**config.mk**
```make
export PLATFORM = sky130hd
export DESIGN_NAME = nv_nvdla_sdp_wdma_cmd_sfifo_ctrl
export DESIGN_NICKNAME = d
export VERILOG_FILES = /design/src/rtl/nv_nvdla_sdp_wdma_cmd_sfifo_ctrl.sv
export SDC_FILE = /design/constraint.sdc
export NUM_CORES = 1
export LEC_CHECK = 0
export BUFFER_PORTS_ARGS = -buffer_cell sky130_fd_sc_hd__buf_2
export CAP_MARGIN = 30
export CORE_AREA = 5 5 60 62
export CTS_BUF_LIST = sky130_fd_sc_hd__clkbuf_4 sky130_fd_sc_hd__clkbuf_8
export DETAILED_ROUTE_END_ITERATION = 8
export DIE_AREA = 0 0 65 67
export PLACE_DENSITY = 0.85
export SLEW_MARGIN = 10
export SYNTH_ARGS = -nofsm -noshare
export SYNTH_HDL_FRONTEND = slang
export SYNTH_SLANG_ARGS = --single-unit
```
**constraint.sdc**
```tcl
create_clock -name nvdla_core_clk -period 5.3 [get_ports nvdla_core_clk]
set_input_delay 0 -clock nvdla_core_clk [delete_from_list [all_inputs] [get_ports nvdla_core_clk]]
set_output_delay 0 -clock nvdla_core_clk [all_outputs]
set_load 0.01 [all_outputs]
```
**src/rtl/nv_nvdla_sdp_wdma_cmd_sfifo_ctrl.sv**
```systemverilog
// Control logic for the SDP WDMA command sync FIFO: drives an external 4-entry flop RAM
// and a registered output stage, with flow-through via RAM read address DEPTH when empty.
module nv_nvdla_sdp_wdma_cmd_sfifo_ctrl #(
    parameter int WIDTH = 15,
    parameter int DEPTH = 4,
    parameter int AW    = 2
) (
    input  logic             nvdla_core_clk,
    input  logic             nvdla_core_rst,
    input  logic [31:0]      pwrbus_ram_pd,
    input  logic             wr_req,
    output logic             wr_ready,
    input  logic [WIDTH-1:0] wr_pd,
    output logic             rd_valid,
    input  logic             rd_ready,
    output logic [WIDTH-1:0] rd_pd,
    output logic             ram_we,
    output logic [AW-1:0]    ram_wa,
    output logic [WIDTH-1:0] ram_di,
    output logic [AW:0]      ram_ra,
    input  logic [WIDTH-1:0] ram_dout
);

    // Valid/ready: a beat transfers on a rising clock edge where both valid
    // (wr_req / rd_valid) and ready (wr_ready / rd_ready) are high; rd_valid and
    // rd_pd stay stable until the beat is taken.

    localparam logic [AW:0] CNT_FULL = (AW+1)'(DEPTH);

    logic [AW-1:0] wr_ptr;
    logic [AW-1:0] rd_ptr;
    logic [AW:0]   ram_cnt;
    logic          ram_empty;
    logic          ram_full;
    logic          wr_acc;
    logic          out_ld;
    logic          pop;
    logic          bypass;
    logic          unused_pwrbus;

    // Power bus only matters to the storage macro.
    assign unused_pwrbus = ^pwrbus_ram_pd;

    assign ram_empty = (ram_cnt == '0);
    assign ram_full  = (ram_cnt == CNT_FULL);

    // Held low during reset so nothing is accepted while state is being cleared.
    assign wr_ready = ~nvdla_core_rst & ~ram_full;
    assign wr_acc   = wr_req & wr_ready;

    assign out_ld = ~rd_valid | rd_ready;
    assign pop    = out_ld & ~ram_empty;
    assign bypass = out_ld & ram_empty & wr_acc;

    // Bypass only when RAM is empty, so the flow-through word can never overtake stored ones.
    assign ram_ra = bypass ? CNT_FULL : {1'b0, rd_ptr};
    assign ram_we = wr_acc & ~bypass;
    assign ram_wa = wr_ptr;
    assign ram_di = wr_pd;

    always_ff @(posedge nvdla_core_clk or posedge nvdla_core_rst) begin
        if (nvdla_core_rst) begin
            wr_ptr   <= '0;
            rd_ptr   <= '0;
            ram_cnt  <= '0;
            rd_valid <= 1'b0;
            rd_pd    <= '0;
        end else begin
            if (ram_we) begin
                wr_ptr <= wr_ptr + 1'b1;
            end
            if (pop) begin
                rd_ptr <= rd_ptr + 1'b1;
            end
            case ({ram_we, pop})
                2'b10:   ram_cnt <= ram_cnt + 1'b1;
                2'b01:   ram_cnt <= ram_cnt - 1'b1;
                default: ram_cnt <= ram_cnt;
            endcase
            if (out_ld) begin
                if (pop | bypass) begin
                    rd_pd    <= ram_dout;
                    rd_valid <= 1'b1;
                end else begin
                    rd_valid <= 1'b0;
                end
            end
        end
    end

endmodule
```
==> metrics.md <==
| Metric | Value |
|---|---|
| Status | `complete, no violations` |
| CTS clk-pin slew, worst paths | `about 0.12 ns` |
| Drt total wl | `between 2 and 2.5 mm` |
| Seq/Total Area, Yosys | `approximately half` |
| CTS sink cnt | `23` |
| Slew Limit Fails | `0` |
| Yosys top cell by area | `dfrtp_1` |
| Minimum clock period | `2.27 ns` |
| # IOs | `approximately 100` |
| Slew at the pin with the worst max-slew slack | `0.631 ns` |
| CP Max Fanout | `5` |
| Area grow syn2layout | `27.0%` |
| Rel. slew slack | `57.9%` |
| Synth unique cells | `24` |
| Peak Freq | `between 400 and 500 MHz` |
| CP startpoint | `ram_cnt[0]$_DFFE_PP0P_` |
| Max_cap viols | `0` |
| Initial antenna violation count | `0` |
| Largest net degree at the start of global routing | `24` |
| Top post-synthesis cells by area | `dfrtp_1 49%, mux2_4 13%, buf_4 10%` |
| Leak | `around 0.73 nW` |
| Initial Util | `roughly two fifths` |
| Rows | `20` |
| Ant. Diodes | `0` |
| Leading cell type in the layout, fill and taps excluded | `buf_2` |
| Fin. Hold Viols | `0` |
| Vias post-DR | `about 770` |
| Core area | `about 3000 sq um` |
| Hold_sp | `wr_pd[1]` |
| Pwr Density | `460 nW/um^2` |
| Initial DRC count | `10` |
| Final HPWL DP | `about 1.7 mm` |
| Drc violations | `0` |
| Max VDD drop | `about 0.21 mV` |
| Synthesized area | `approximately 1200 sq um` |
| Chip height | `about 67 microns` |
| Mapped Nets | `156` |
| Gr ovfl total | `0` |
| Hold crit path type | `input port to output port` |
| Critical path data arrival time | `2.51 ns` |
| Worst Setup Start Kind | `flop` |
| GRT Overall Usage | `about an eighth` |
| Port Buffers | `between 40 and 50` |
| Via density | `approximately 4.7` |
| Syn_area_per_cell | `about 13 sq um` |
| Layout cells sized above 1 | `49.6%` |
| TNS Setup | `0 ns` |
| Total iterations of the first detailed-routing run | `4` |
| Final instance area | `1510 sq um` |
| Final period util | `42.9%` |
| Drt wl/cell | `around 14 microns` |
| Setup Viol. Count Final | `0` |
| Post-CTS setup repair buffer count | `0` |
| CTS root buf | `clkbuf_4` |
| Maximum clock path buffer count | `2` |
| Clock Skew | `between 0.008 and 0.009 ns` |
| First-pass GRT wire length | `~4.0 mm` |
| H-tree Lvls | `1` |
| Post-DP Area | `1300 sq um` |
| Commonest cells after routing, fill and taps aside | `41 x buf_2, 23 x dfrtp_1, 16 x dlygate4sd3_1, 10 x mux2_4, 6 x inv_1` |
| Final GP Congestion | `around 0.76` |
| Worst skew pair latency | `around 0.31 ns` |
| Critical Path RT | `about 5.5 ns` |
| Top-area cell type share of the netlist area | `slightly below 50%` |
| Ys Warns | `0` |
| CP Capture Type | `flop` |
| Die footprint | `4360 sq um` |
| CTS tree | `built` |
| Crit Path Category | `flop to flop` |
| Mapped Cells | `88` |
| CTS Buf Count | `3` |
| Vias in the first global route | `approximately 860` |
| Unrepaired setup endpoints after global routing | `false` |
| Reg2reg start | `ram_cnt[0]$_DFFE_PP0P_` |
| Fill count | `about 260` |
| NumNets Final | `approximately 200` |
| Die extent in x | `~65 microns` |
| Antenna Nets Post-Route | `0` |
| Seq cells post-synth | `23` |
[worst paths after layout]
| path | end | slack [ns] | cells past startpoint |
|---|---|---|---|
| hold / removal | ram_di[1] | 0.000003 | 0 |
| min in group asynchronous | ram_wa[0]$_DFFE_PP0P_ | 0.19 | 3 |
| setup reg to reg | ram_cnt[2]$_DFFE_PP0P_ | 3.03 | 9 |
| setup / recovery | ram_cnt[2]$_DFFE_PP0P_ | 3.03 | 9 |
| max in group asynchronous | rd_pd[12]$_DFFE_PP0P_ | 4.69 | 4 |
| hold reg to reg | ram_wa[1]$_DFFE_PP0P_ | 0.48 | 1 |
[routing by layer]
| layer | GRT usage, % | wire length, microns | part of all wire (%) | up-vias |
|---|---|---|---|---|
| met3 | 2.70 | 136 | 5.8 | 12 |
| met5 | 0 | 0 | 0 | - |
| met4 | 6.60 | 62 | 2.6 | 0 |
| met1 | 13.7 | 968 | 41 | 365 |
| li1 | - | - | - | 366 |
| met2 | 21.1 | 1180 | 50 | 29 |
[flip-flops by register name, indices dropped and copies added (netlist names)]
signal and cells:
rd_ptr 2, rd_pd 15, ram_wa 2, rd_valid 1, ram_cnt 3
[timing repair]
action	in CTS	in global routing
hold endpoints to repair	38	0
resized for setup	0	0
endpoints found under the setup margin	0	0
hold buffers	16	0
[stage by stage]
step	utilization, %	hold slack (ns)	worst slack [ns]	power (W)	instances
3_3_place_gp	43.7	0.000119	3.18	0.000593	145
3_5_place_dp	43.7	0.000119	3.06	0.000611	145
4_1_cts	50.1	0.000119	3.02	0.000706	165
6_report	50.6	0.00000330	3.03	0.000694	166
2_1_floorplan	-	0.00192	3.25	0.000523	88
5_1_grt	50.6	0.0000189	2.85	0.000753	166
[final cells by class]
| class | count | area [sq um] | area share, % |
|---|---|---|---|
| repair buffers | 58 | 380 | 25.2 |
| multi-input cells | 42 | 457 | 30.3 |
| well taps | 33 | 41.3 | 2.74 |
| flip-flops and latches | 23 | 576 | 38.2 |
| inverters | 6 | 22.5 | 1.50 |
| clock buffers | 3 | 22.5 | 1.50 |
| clock inverters | 1 | 7.51 | 0.498 |
[kinds of logic (layout without fill, tap and decap cells)]
logic type | count (synthesis) | after routing | synth area share (%)
buf+inv | 23 | 68 | 13.0
simple gates | 13 | 13 | 8.02
fa+ha+maj | 2 | 2 | 2.74
xor+xnor | 7 | 7 | 5.17
flops | 23 | 23 | 48.5
mux | 16 | 16 | 18.2
compound gates | 4 | 4 | 4.32
[where the power goes]
part | switching [W] | internal, W
Sequential | 0.0000534 | 0.000244
Clock | 0.0000534 | 0.0000288
Combinational | 0.000148 | 0.000165
Total | 0.000255 | 0.000438
[cells in the mapped netlist]
cell type and count:
dfrtp_1 23, buf_4 16, mux2_4 10, inv_1 6, mux2_2 4, xor2_1 4, nor2_1 3, nor2b_1 3
xnor2_1 3, nand2b_1 2, a2111oi_2 1, a211oi_2 1, a21oi_4 1, buf_6 1, fa_1 1, ha_1 1
mux2_1 1, mux2i_1 1, nand3_1 1, nor3_4 1, nor3b_2 1, nor4_2 1, o211ai_1 1, or3_1 1
[critical path, cell delays in order (launching register included)]
cell and delay, ns:
dfrtp_1 0.48, nor3b_2 0.45, a211oi_2 0.13, inv_1 0.08, ha_1 0.17, inv_1 0.06
fa_1 0.37, xor2_1 0.16, nor2_1 0.14, xor2_1 0.16
(Power assumes the default switching activity.)
